--- config.mk ---
export PLATFORM = sky130hd
export DESIGN_NAME = busio_arbiter_flat
export DESIGN_NICKNAME = d
export VERILOG_FILES = /design/src/rtl/busio_pkg.sv /design/src/rtl/busio_arbiter_if.sv /design/src/rtl/busio_lane_format.sv /design/src/rtl/busio_arbiter.sv /design/src/flat_wrapper.sv
export SDC_FILE = /design/constraint.sdc
export NUM_CORES = 1
export LEC_CHECK = 0
export CORE_MARGIN = 2
export CORE_UTILIZATION = 46
export CTS_CLUSTER_DIAMETER = 60
export DETAILED_ROUTE_END_ITERATION = 8
export GPL_TIMING_DRIVEN = 0
export PLACE_DENSITY = 0.81
export SETUP_SLACK_MARGIN = 0.02
export SLEW_MARGIN = 20
export SYNTH_ARGS = -nofsm -noshare
export SYNTH_HDL_FRONTEND = slang
export SYNTH_HIERARCHICAL = 1
export SYNTH_SLANG_ARGS = --single-unit
--- constraint.sdc ---
create_clock -name clk -period 3.1 [get_ports clk]
set_clock_uncertainty 0.15 [all_clocks]
set_input_delay 0.62 -clock clk [delete_from_list [all_inputs] [get_ports clk]]
set_output_delay 0.62 -clock clk [all_outputs]
set_load 0.005 [all_outputs]
--- src/rtl/busio_pkg.sv ---
// Shared encodings for the busio_arbiter slice: access sizes, FSM states
// and bus ownership.
package busio_pkg;

  localparam logic [1:0] SIZE_BYTE = 2'd0;
  localparam logic [1:0] SIZE_HALF = 2'd1;
  localparam logic [1:0] SIZE_WORD = 2'd2;

  typedef enum logic [1:0] {
    IDLE = 2'd0,
    BUS  = 2'd1,
    RESP = 2'd2
  } state_e;

  typedef enum logic {
    OWNER_FETCH = 1'b0,
    OWNER_MEM   = 1'b1
  } owner_e;

endpackage

--- src/rtl/busio_arbiter_if.sv ---
// Pipeline-side fetch/load-store ports and the external memory bus of the
// arbiter; slave = arbiter view, master = environment (pipeline + memory) view.
interface busio_arbiter_if;
  logic [31:0] fetch_address;
  logic [31:0] fetch_data;
  logic        fetch_ready;

  logic [31:0] mem_address;
  logic [31:0] mem_store_data;
  logic [1:0]  mem_size;
  logic        mem_signed;
  logic        mem_load;
  logic        mem_store;
  logic [31:0] mem_load_data;
  logic        mem_ready;
  logic        mem_misaligned;

  logic [31:0] ext_address;
  logic [31:0] ext_write_data;
  logic [3:0]  ext_write_strobe;
  logic        ext_valid;
  logic        ext_ready;
  logic [31:0] ext_read_data;

  modport slave (
    input  fetch_address, mem_address, mem_store_data, mem_size, mem_signed,
           mem_load, mem_store, ext_ready, ext_read_data,
    output fetch_data, fetch_ready, mem_load_data, mem_ready, mem_misaligned,
           ext_address, ext_write_data, ext_write_strobe, ext_valid
  );

  modport master (
    output fetch_address, mem_address, mem_store_data, mem_size, mem_signed,
           mem_load, mem_store, ext_ready, ext_read_data,
    input  fetch_data, fetch_ready, mem_load_data, mem_ready, mem_misaligned,
           ext_address, ext_write_data, ext_write_strobe, ext_valid
  );
endinterface

--- src/rtl/busio_lane_format.sv ---
// Byte-lane steering: store strobes/replicated data, load extraction with
// sign/zero extension, and misalignment detection.
module busio_lane_format
  import busio_pkg::*;
(
  input  logic [1:0]  addr_lo_i,
  input  logic [1:0]  size_i,
  input  logic        signed_i,
  input  logic [31:0] store_data_i,
  input  logic [31:0] read_data_i,
  output logic [3:0]  strobe_o,
  output logic [31:0] write_data_o,
  output logic [31:0] load_data_o,
  output logic        misaligned_o
);

  logic [31:0] shifted;

  always_comb begin
    shifted      = read_data_i >> {addr_lo_i, 3'b000};
    strobe_o     = 4'b1111;
    write_data_o = store_data_i;
    load_data_o  = shifted;
    misaligned_o = 1'b0;
    case (size_i)
      SIZE_BYTE: begin
        strobe_o     = 4'b0001 << addr_lo_i;
        write_data_o = {4{store_data_i[7:0]}};
        load_data_o  = {{24{signed_i & shifted[7]}}, shifted[7:0]};
      end
      SIZE_HALF: begin
        strobe_o     = addr_lo_i[1] ? 4'b1100 : 4'b0011;
        write_data_o = {2{store_data_i[15:0]}};
        load_data_o  = {{16{signed_i & shifted[15]}}, shifted[15:0]};
        misaligned_o = addr_lo_i[0];
      end
      SIZE_WORD: misaligned_o = |addr_lo_i;
      default: begin
        strobe_o     = 4'b0000;
        misaligned_o = 1'b1;
      end
    endcase
  end

endmodule

--- src/rtl/busio_arbiter.sv ---
// Shares one single-port memory bus between instruction fetch and load/store.
// Optional single-entry fetch buffer enabled by `define BUSIO_ARB_FETCH_BUFFER_EN.
module busio_arbiter
  import busio_pkg::*;
#(
  parameter int unsigned MEM_BURST_MAX = 4
) (
  input logic            clk,
  input logic            reset,
  busio_arbiter_if.slave bus
);

  localparam int BW = (MEM_BURST_MAX > 0) ? $clog2(MEM_BURST_MAX + 1) : 1;
  localparam logic [BW-1:0] BURST_LIM = BW'(MEM_BURST_MAX);

  state_e      state_q;
  owner_e      owner_q;
  logic [31:0] fetch_addr_q;
  logic [BW-1:0] burst_q, burst_d;
  logic        ext_valid_q;
  logic [31:0] ext_address_q;
  logic [31:0] ext_write_data_q;
  logic [3:0]  ext_write_strobe_q;
  logic [31:0] fetch_data_q;
  logic [31:0] mem_load_data_q;
  logic        mem_misaligned_q;

  logic        mem_req;
  logic        fetch_forced;
  logic        mem_grant;
  logic [3:0]  fmt_strobe;
  logic [31:0] fmt_wdata;
  logic [31:0] fmt_load;
  logic        fmt_misaligned;

`ifdef BUSIO_ARB_FETCH_BUFFER_EN
  logic        buf_valid_q;
  logic [31:0] buf_addr_q;
  logic [31:0] buf_data_q;
  logic        buf_hit;
  assign buf_hit = buf_valid_q && (buf_addr_q == bus.fetch_address);
`endif

  // Memory-port inputs are stable for the whole transaction, so the live
  // values drive both the store alignment and the load formatting.
  busio_lane_format u_lane_format (
    .addr_lo_i    (bus.mem_address[1:0]),
    .size_i       (bus.mem_size),
    .signed_i     (bus.mem_signed),
    .store_data_i (bus.mem_store_data),
    .read_data_i  (bus.ext_read_data),
    .strobe_o     (fmt_strobe),
    .write_data_o (fmt_wdata),
    .load_data_o  (fmt_load),
    .misaligned_o (fmt_misaligned)
  );

  assign mem_req      = bus.mem_load | bus.mem_store;
  assign fetch_forced = (MEM_BURST_MAX != 0) && (burst_q == BURST_LIM);
  assign mem_grant    = mem_req && !fetch_forced;

  always_comb begin
    burst_d = burst_q;
    if (MEM_BURST_MAX != 0 && burst_q != BURST_LIM) burst_d = burst_q + 1'b1;
  end

  always_ff @(posedge clk) begin
    if (reset) begin
      state_q            <= IDLE;
      owner_q            <= OWNER_FETCH;
      fetch_addr_q       <= '0;
      burst_q            <= '0;
      ext_valid_q        <= 1'b0;
      ext_address_q      <= '0;
      ext_write_data_q   <= '0;
      ext_write_strobe_q <= '0;
      fetch_data_q       <= '0;
      mem_load_data_q    <= '0;
      mem_misaligned_q   <= 1'b0;
`ifdef BUSIO_ARB_FETCH_BUFFER_EN
      buf_valid_q        <= 1'b0;
      buf_addr_q         <= '0;
      buf_data_q         <= '0;
`endif
    end else begin
      case (state_q)
        IDLE: begin
          if (mem_grant) begin
            owner_q <= OWNER_MEM;
            burst_q <= burst_d;
`ifdef BUSIO_ARB_FETCH_BUFFER_EN
            if (bus.mem_store) buf_valid_q <= 1'b0;
`endif
            if (fmt_misaligned) begin
              mem_misaligned_q <= 1'b1;
              mem_load_data_q  <= '0;
              state_q          <= RESP;
            end else begin
              ext_valid_q        <= 1'b1;
              ext_address_q      <= {bus.mem_address[31:2], 2'b00};
              ext_write_strobe_q <= bus.mem_store ? fmt_strobe : 4'b0000;
              ext_write_data_q   <= bus.mem_store ? fmt_wdata : 32'h0;
              state_q            <= BUS;
            end
          end else begin
            owner_q      <= OWNER_FETCH;
            burst_q      <= '0;
            fetch_addr_q <= bus.fetch_address;
`ifdef BUSIO_ARB_FETCH_BUFFER_EN
            if (!mem_req && buf_hit) begin
              fetch_data_q <= buf_data_q;
              state_q      <= RESP;
            end else begin
              ext_valid_q        <= 1'b1;
              ext_address_q      <= {bus.fetch_address[31:2], 2'b00};
              ext_write_strobe_q <= 4'b0000;
              ext_write_data_q   <= 32'h0;
              state_q            <= BUS;
            end
`else
            ext_valid_q        <= 1'b1;
            ext_address_q      <= {bus.fetch_address[31:2], 2'b00};
            ext_write_strobe_q <= 4'b0000;
            ext_write_data_q   <= 32'h0;
            state_q            <= BUS;
`endif
          end
        end
        BUS: begin
          if (bus.ext_ready) begin
            ext_valid_q <= 1'b0;
            state_q     <= RESP;
            if (owner_q == OWNER_FETCH) begin
              fetch_data_q <= bus.ext_read_data;
`ifdef BUSIO_ARB_FETCH_BUFFER_EN
              buf_valid_q  <= 1'b1;
              buf_addr_q   <= fetch_addr_q;
              buf_data_q   <= bus.ext_read_data;
`endif
            end else if (!bus.mem_store) begin
              mem_load_data_q <= fmt_load;
            end
          end
        end
        RESP: begin
          mem_misaligned_q <= 1'b0;
          state_q          <= IDLE;
        end
        default: state_q <= IDLE;
      endcase
    end
  end

  // A fetch whose address moved on while the bus cycle ran is silently dropped.
  assign bus.fetch_ready      = (state_q == RESP) && (owner_q == OWNER_FETCH) &&
                                (bus.fetch_address == fetch_addr_q);
  assign bus.fetch_data       = fetch_data_q;
  assign bus.mem_ready        = !mem_req || ((state_q == RESP) && (owner_q == OWNER_MEM));
  assign bus.mem_load_data    = mem_load_data_q;
  assign bus.mem_misaligned   = mem_misaligned_q;
  assign bus.ext_valid        = ext_valid_q;
  assign bus.ext_address      = ext_address_q;
  assign bus.ext_write_data   = ext_write_data_q;
  assign bus.ext_write_strobe = ext_write_strobe_q;

endmodule

--- src/flat_wrapper.sv ---
// flat-port wrapper written by rule: the top's interface ports become plain ports
module busio_arbiter_flat import busio_pkg::*;
#(
  parameter int unsigned MEM_BURST_MAX = 4
)
  (clk, reset, bus_fetch_address, bus_mem_address, bus_mem_store_data, bus_mem_size, bus_mem_signed, bus_mem_load, bus_mem_store, bus_ext_ready, bus_ext_read_data, bus_fetch_data, bus_fetch_ready, bus_mem_load_data, bus_mem_ready, bus_mem_misaligned, bus_ext_address, bus_ext_write_data, bus_ext_write_strobe, bus_ext_valid);
  busio_arbiter_if bus_i ();
  input logic clk;
  input logic reset;
  input wire logic [$bits(bus_i.fetch_address)-1:0] bus_fetch_address;
  input wire logic [$bits(bus_i.mem_address)-1:0] bus_mem_address;
  input wire logic [$bits(bus_i.mem_store_data)-1:0] bus_mem_store_data;
  input wire logic [$bits(bus_i.mem_size)-1:0] bus_mem_size;
  input wire logic [$bits(bus_i.mem_signed)-1:0] bus_mem_signed;
  input wire logic [$bits(bus_i.mem_load)-1:0] bus_mem_load;
  input wire logic [$bits(bus_i.mem_store)-1:0] bus_mem_store;
  input wire logic [$bits(bus_i.ext_ready)-1:0] bus_ext_ready;
  input wire logic [$bits(bus_i.ext_read_data)-1:0] bus_ext_read_data;
  output wire logic [$bits(bus_i.fetch_data)-1:0] bus_fetch_data;
  output wire logic [$bits(bus_i.fetch_ready)-1:0] bus_fetch_ready;
  output wire logic [$bits(bus_i.mem_load_data)-1:0] bus_mem_load_data;
  output wire logic [$bits(bus_i.mem_ready)-1:0] bus_mem_ready;
  output wire logic [$bits(bus_i.mem_misaligned)-1:0] bus_mem_misaligned;
  output wire logic [$bits(bus_i.ext_address)-1:0] bus_ext_address;
  output wire logic [$bits(bus_i.ext_write_data)-1:0] bus_ext_write_data;
  output wire logic [$bits(bus_i.ext_write_strobe)-1:0] bus_ext_write_strobe;
  output wire logic [$bits(bus_i.ext_valid)-1:0] bus_ext_valid;
  assign bus_i.fetch_address = bus_fetch_address;
  assign bus_i.mem_address = bus_mem_address;
  assign bus_i.mem_store_data = bus_mem_store_data;
  assign bus_i.mem_size = bus_mem_size;
  assign bus_i.mem_signed = bus_mem_signed;
  assign bus_i.mem_load = bus_mem_load;
  assign bus_i.mem_store = bus_mem_store;
  assign bus_i.ext_ready = bus_ext_ready;
  assign bus_i.ext_read_data = bus_ext_read_data;
  assign bus_fetch_data = bus_i.fetch_data;
  assign bus_fetch_ready = bus_i.fetch_ready;
  assign bus_mem_load_data = bus_i.mem_load_data;
  assign bus_mem_ready = bus_i.mem_ready;
  assign bus_mem_misaligned = bus_i.mem_misaligned;
  assign bus_ext_address = bus_i.ext_address;
  assign bus_ext_write_data = bus_i.ext_write_data;
  assign bus_ext_write_strobe = bus_i.ext_write_strobe;
  assign bus_ext_valid = bus_i.ext_valid;
  busio_arbiter #(.MEM_BURST_MAX(MEM_BURST_MAX)) u_core (.clk(clk), .reset(reset), .bus(bus_i));
endmodule
==> out/qor.yml <==
first_iter_violations: 655
final_cells: 1478
dp_hpwl_mm: 20.2
power_frac_seq_pct: 41.8
multiInputGateArea_um2: 4250
final_core_util_pct: 67.5
syn_area_um2: 8090
final_cell_mix: "266 x clkdlybuf4s50_1, 228 x nand2_1, 170 x dfxtp_1, 80 x nor2_1, 77 x a21oi_1"
cts_max_level: 4
finalHoldViolations: 0
synthDistinctLibCells: 46
clk_pin_slew_ns: 0.07
power_density_nw_per_um2: 496
peakVddDrop_v: 0.000423
worst-slew-pin-transition_ns: 0.837
cts_inserted_buffers: 17
vias: 7905
remaining_drc_errors: 0
die_x_um: 137
insertion_delay_ns: 0.44
routedWlPerCell_um: 18.2
clkPwrFrac_pct: 36.0
p_int_w: 0.00413
cp.required_ns: 3.32
register_area_um2: 3400
ys_seq_elements: 170
finalNetCount: 1377
ys_seq_area_share_pct: 42.1
cts_buffer_depth: 2
crit_chain: "clkdlybuf4s50_1, nor2_4, buf_2, a21oi_2, nor2b_2, o2bb2ai_1, a21oi_2, clkbuf_1, a22o_1"
area_growth_pct: 44.0
drv_cap: 0
dieArea_um2: 18700
final_antenna_net_count: 0
maxSlewViolCount: 0
min_from: "u_core/bus.fetch_data[23]"
max_stage_delay_ns: 0.46
gp_congestion: 0.902
synth-edff-count: 0
path_max_fanout: 10
tns_ns: 0
post_cts_buffers: 0
grt_pass1_vias: 7462
pwr-share-comb_pct: 22.2
async_flop_share_pct: 0
r2r_start: "u_core/burst_q[0]"
die_h_um: 137
synth_area_leaders: "dfxtp_1 42%, nand2_1 11%, mux2i_1 6.6%"
cts_hold_buf: 0
switching_share_pct: 28.4
start_kind: "input pin"
yosysTopAreaCell: "dfxtp_1"
core_um2: 17200
status: "finished clean"
power_switching_w: 0.00164
drt_first_pass_iters: 7
placed_area_um2: 11000
finalInstanceArea_um2: 11600
synth_cells: 953
yosysWarnings: 6
power_leakage_nw: 4.47
fmax_ghz: 0.334
port_buffers: 267
cts_sinks: 170
finalCritPeriodShare_pct: 96.4
placed_cells: 1446
worstPathArrival_ns: 3.21
ios: 272
grt_first_pass_wirelength_mm: 39.9
netlist.area_leader.share_pct: 42.1
grt.total_usage_pct: 28.0
startpoint: "bus_mem_size[0]"
viasPerCell: 5.35
crit_type: "in2reg"
critPathCaptureType: "flip-flop"
rsz0062_at_grt: "false"
cts_tree: "done"
setup_viol: 0
antenna_found_initial: 0
synth_area_per_cell_um2: 8.48
drive_gt1_share_pct: 10.3
grt_max_degree: 17
fillers: 1441
cpMostUsedCell: "a21oi_2"
overflow: 0
slowest_stage: "clkdlybuf4s50_1"
hold_class: "reg2reg"
synthFlopType: "dfxtp_1"
totalWireLength_mm: 26.9
initial_utilization_pct: 46.9
layout_min_cycle_time_ns: 2.99
slew_headroom_pct: 43.7
cts_root_buf: "clkbuf_16"
final_common_cell: "clkdlybuf4s50_1"
placementRows: 48
registers in the layout (all words and copies together), names as in the netlist:
signal,flops
u_core/burst_q,3
u_core/bus.ext_address,30
u_core/bus.ext_valid,1
u_core/bus.ext_write_data,32
u_core/bus.ext_write_strobe,4
u_core/bus.fetch_data,32
u_core/bus.mem_load_data,32
u_core/bus.mem_misaligned,1
u_core/fetch_addr_q,32
u_core/owner_q,1
u_core/state_q,2
cell type report:
cell class                      instances  area share (%)
Antenna cell                            1          0.0215
Buffer                                 82            3.73
Multi-Input combinational cell        695            36.5
Sequential cell                       170            29.2
Timing Repair Buffer                  267            22.9
Tap cell                              225            2.42
Clock buffer                           20            3.92
Clock inverter                         12           0.999
Inverter                                6           0.193
critical path, delay by kind of cell:
| kind | cells | cell delay [ns] |
|---|---|---|
| and+or+nand+nor | 2 | 0.48 |
| buffers and inverters | 3 | 1.22 |
| AOI/OAI and AO/OA | 4 | 0.88 |
cells by family (layout without fill, tap and decap cells):
group / Yosys count / after routing / synth area share [%]
AO/OA/AOI/OAI: 194 / 194 / 17.3
XOR/XNOR: 32 / 32 / 3.47
adder cells (fa/ha/maj): 2 / 2 / 0.309
buffers and inverters: 89 / 387 / 5.68
flip-flops: 170 / 170 / 42.1
multiplexers: 85 / 85 / 11.1
other: 1 / 3 / 0.0464
AND/OR/NAND/NOR: 380 / 380 / 20.0
synth_stat cells, types with 2 or more instances:
library cell  instances
nand2_1             228
dfxtp_1             170
nor2_1               80
a21oi_1              79
mux2i_1              53
and2_1               37
clkbuf_1             37
a22o_1               32
a311oi_1             30
mux2_2               30
xor2_1               29
buf_2                25
o21ai_0              21
buf_4                17
o211ai_2              9
nor4_1                8
o211ai_1              7
a221oi_1              6
inv_1                 6
nor3_1                5
buf_6                 4
nand3_1               4
nor2b_1               4
xnor2_1               3
a21oi_4               2
ha_1                  2
mux2_4                2
nand2b_1              2
nand4_1               2
o2bb2ai_1             2
or2_1                 2
through the flow:
| stage | power, W | hold slack [ns] | worst slack [ns] |
|---|---|---|---|
| floorplan | 0.00309 | 0.298 | 0.481 |
| global placement | 0.00370 | 0.291 | -0.611 |
| detailed placement | 0.00372 | 0.297 | -0.650 |
| CTS | 0.00577 | 0.306 | 0.0340 |
| global route | 0.00599 | 0.316 | 0.0324 |
| finish | 0.00577 | 0.304 | 0.110 |
power by group through the flow:
stage          Sequential, W  Combinational [W]  Clock (W)
2_1_floorplan        0.00246           0.000628          0
3_3_place_gp         0.00245            0.00124          0
3_5_place_dp         0.00246            0.00126          0
4_1_cts              0.00241            0.00127    0.00209
5_1_grt              0.00243            0.00138    0.00217
6_report             0.00241            0.00128    0.00208
metal layers:
layer | GRT usage [%] | routed length [um] | vias up
met4 | 10.5 | 699 | 0
met3 | 7.30 | 2270 | 42
met5 | 0 | 0 | -
met2 | 44.3 | 12300 | 310
met1 | 36.7 | 11600 | 3726
li1 | - | - | 3827
worst paths after layout:
check / to / slack [ns] / depth (start not counted)
max reg2reg: u_core/bus.mem_load_data[13] / 0.85 / 7
max: u_core/bus.mem_load_data[13] / 0.11 / 9
min: u_core/bus.fetch_data[23] / 0.30 / 2
min reg2reg: u_core/bus.fetch_data[23] / 0.30 / 2
timing repair:
action                                  in CTS  in global routing
endpoints found under the setup margin      31                 31
pin swaps                                    2                  1
gates cloned                                 0                  0
gates resized for setup                      3                  5
No activity file was read; power rests on OpenSTA's default activity.
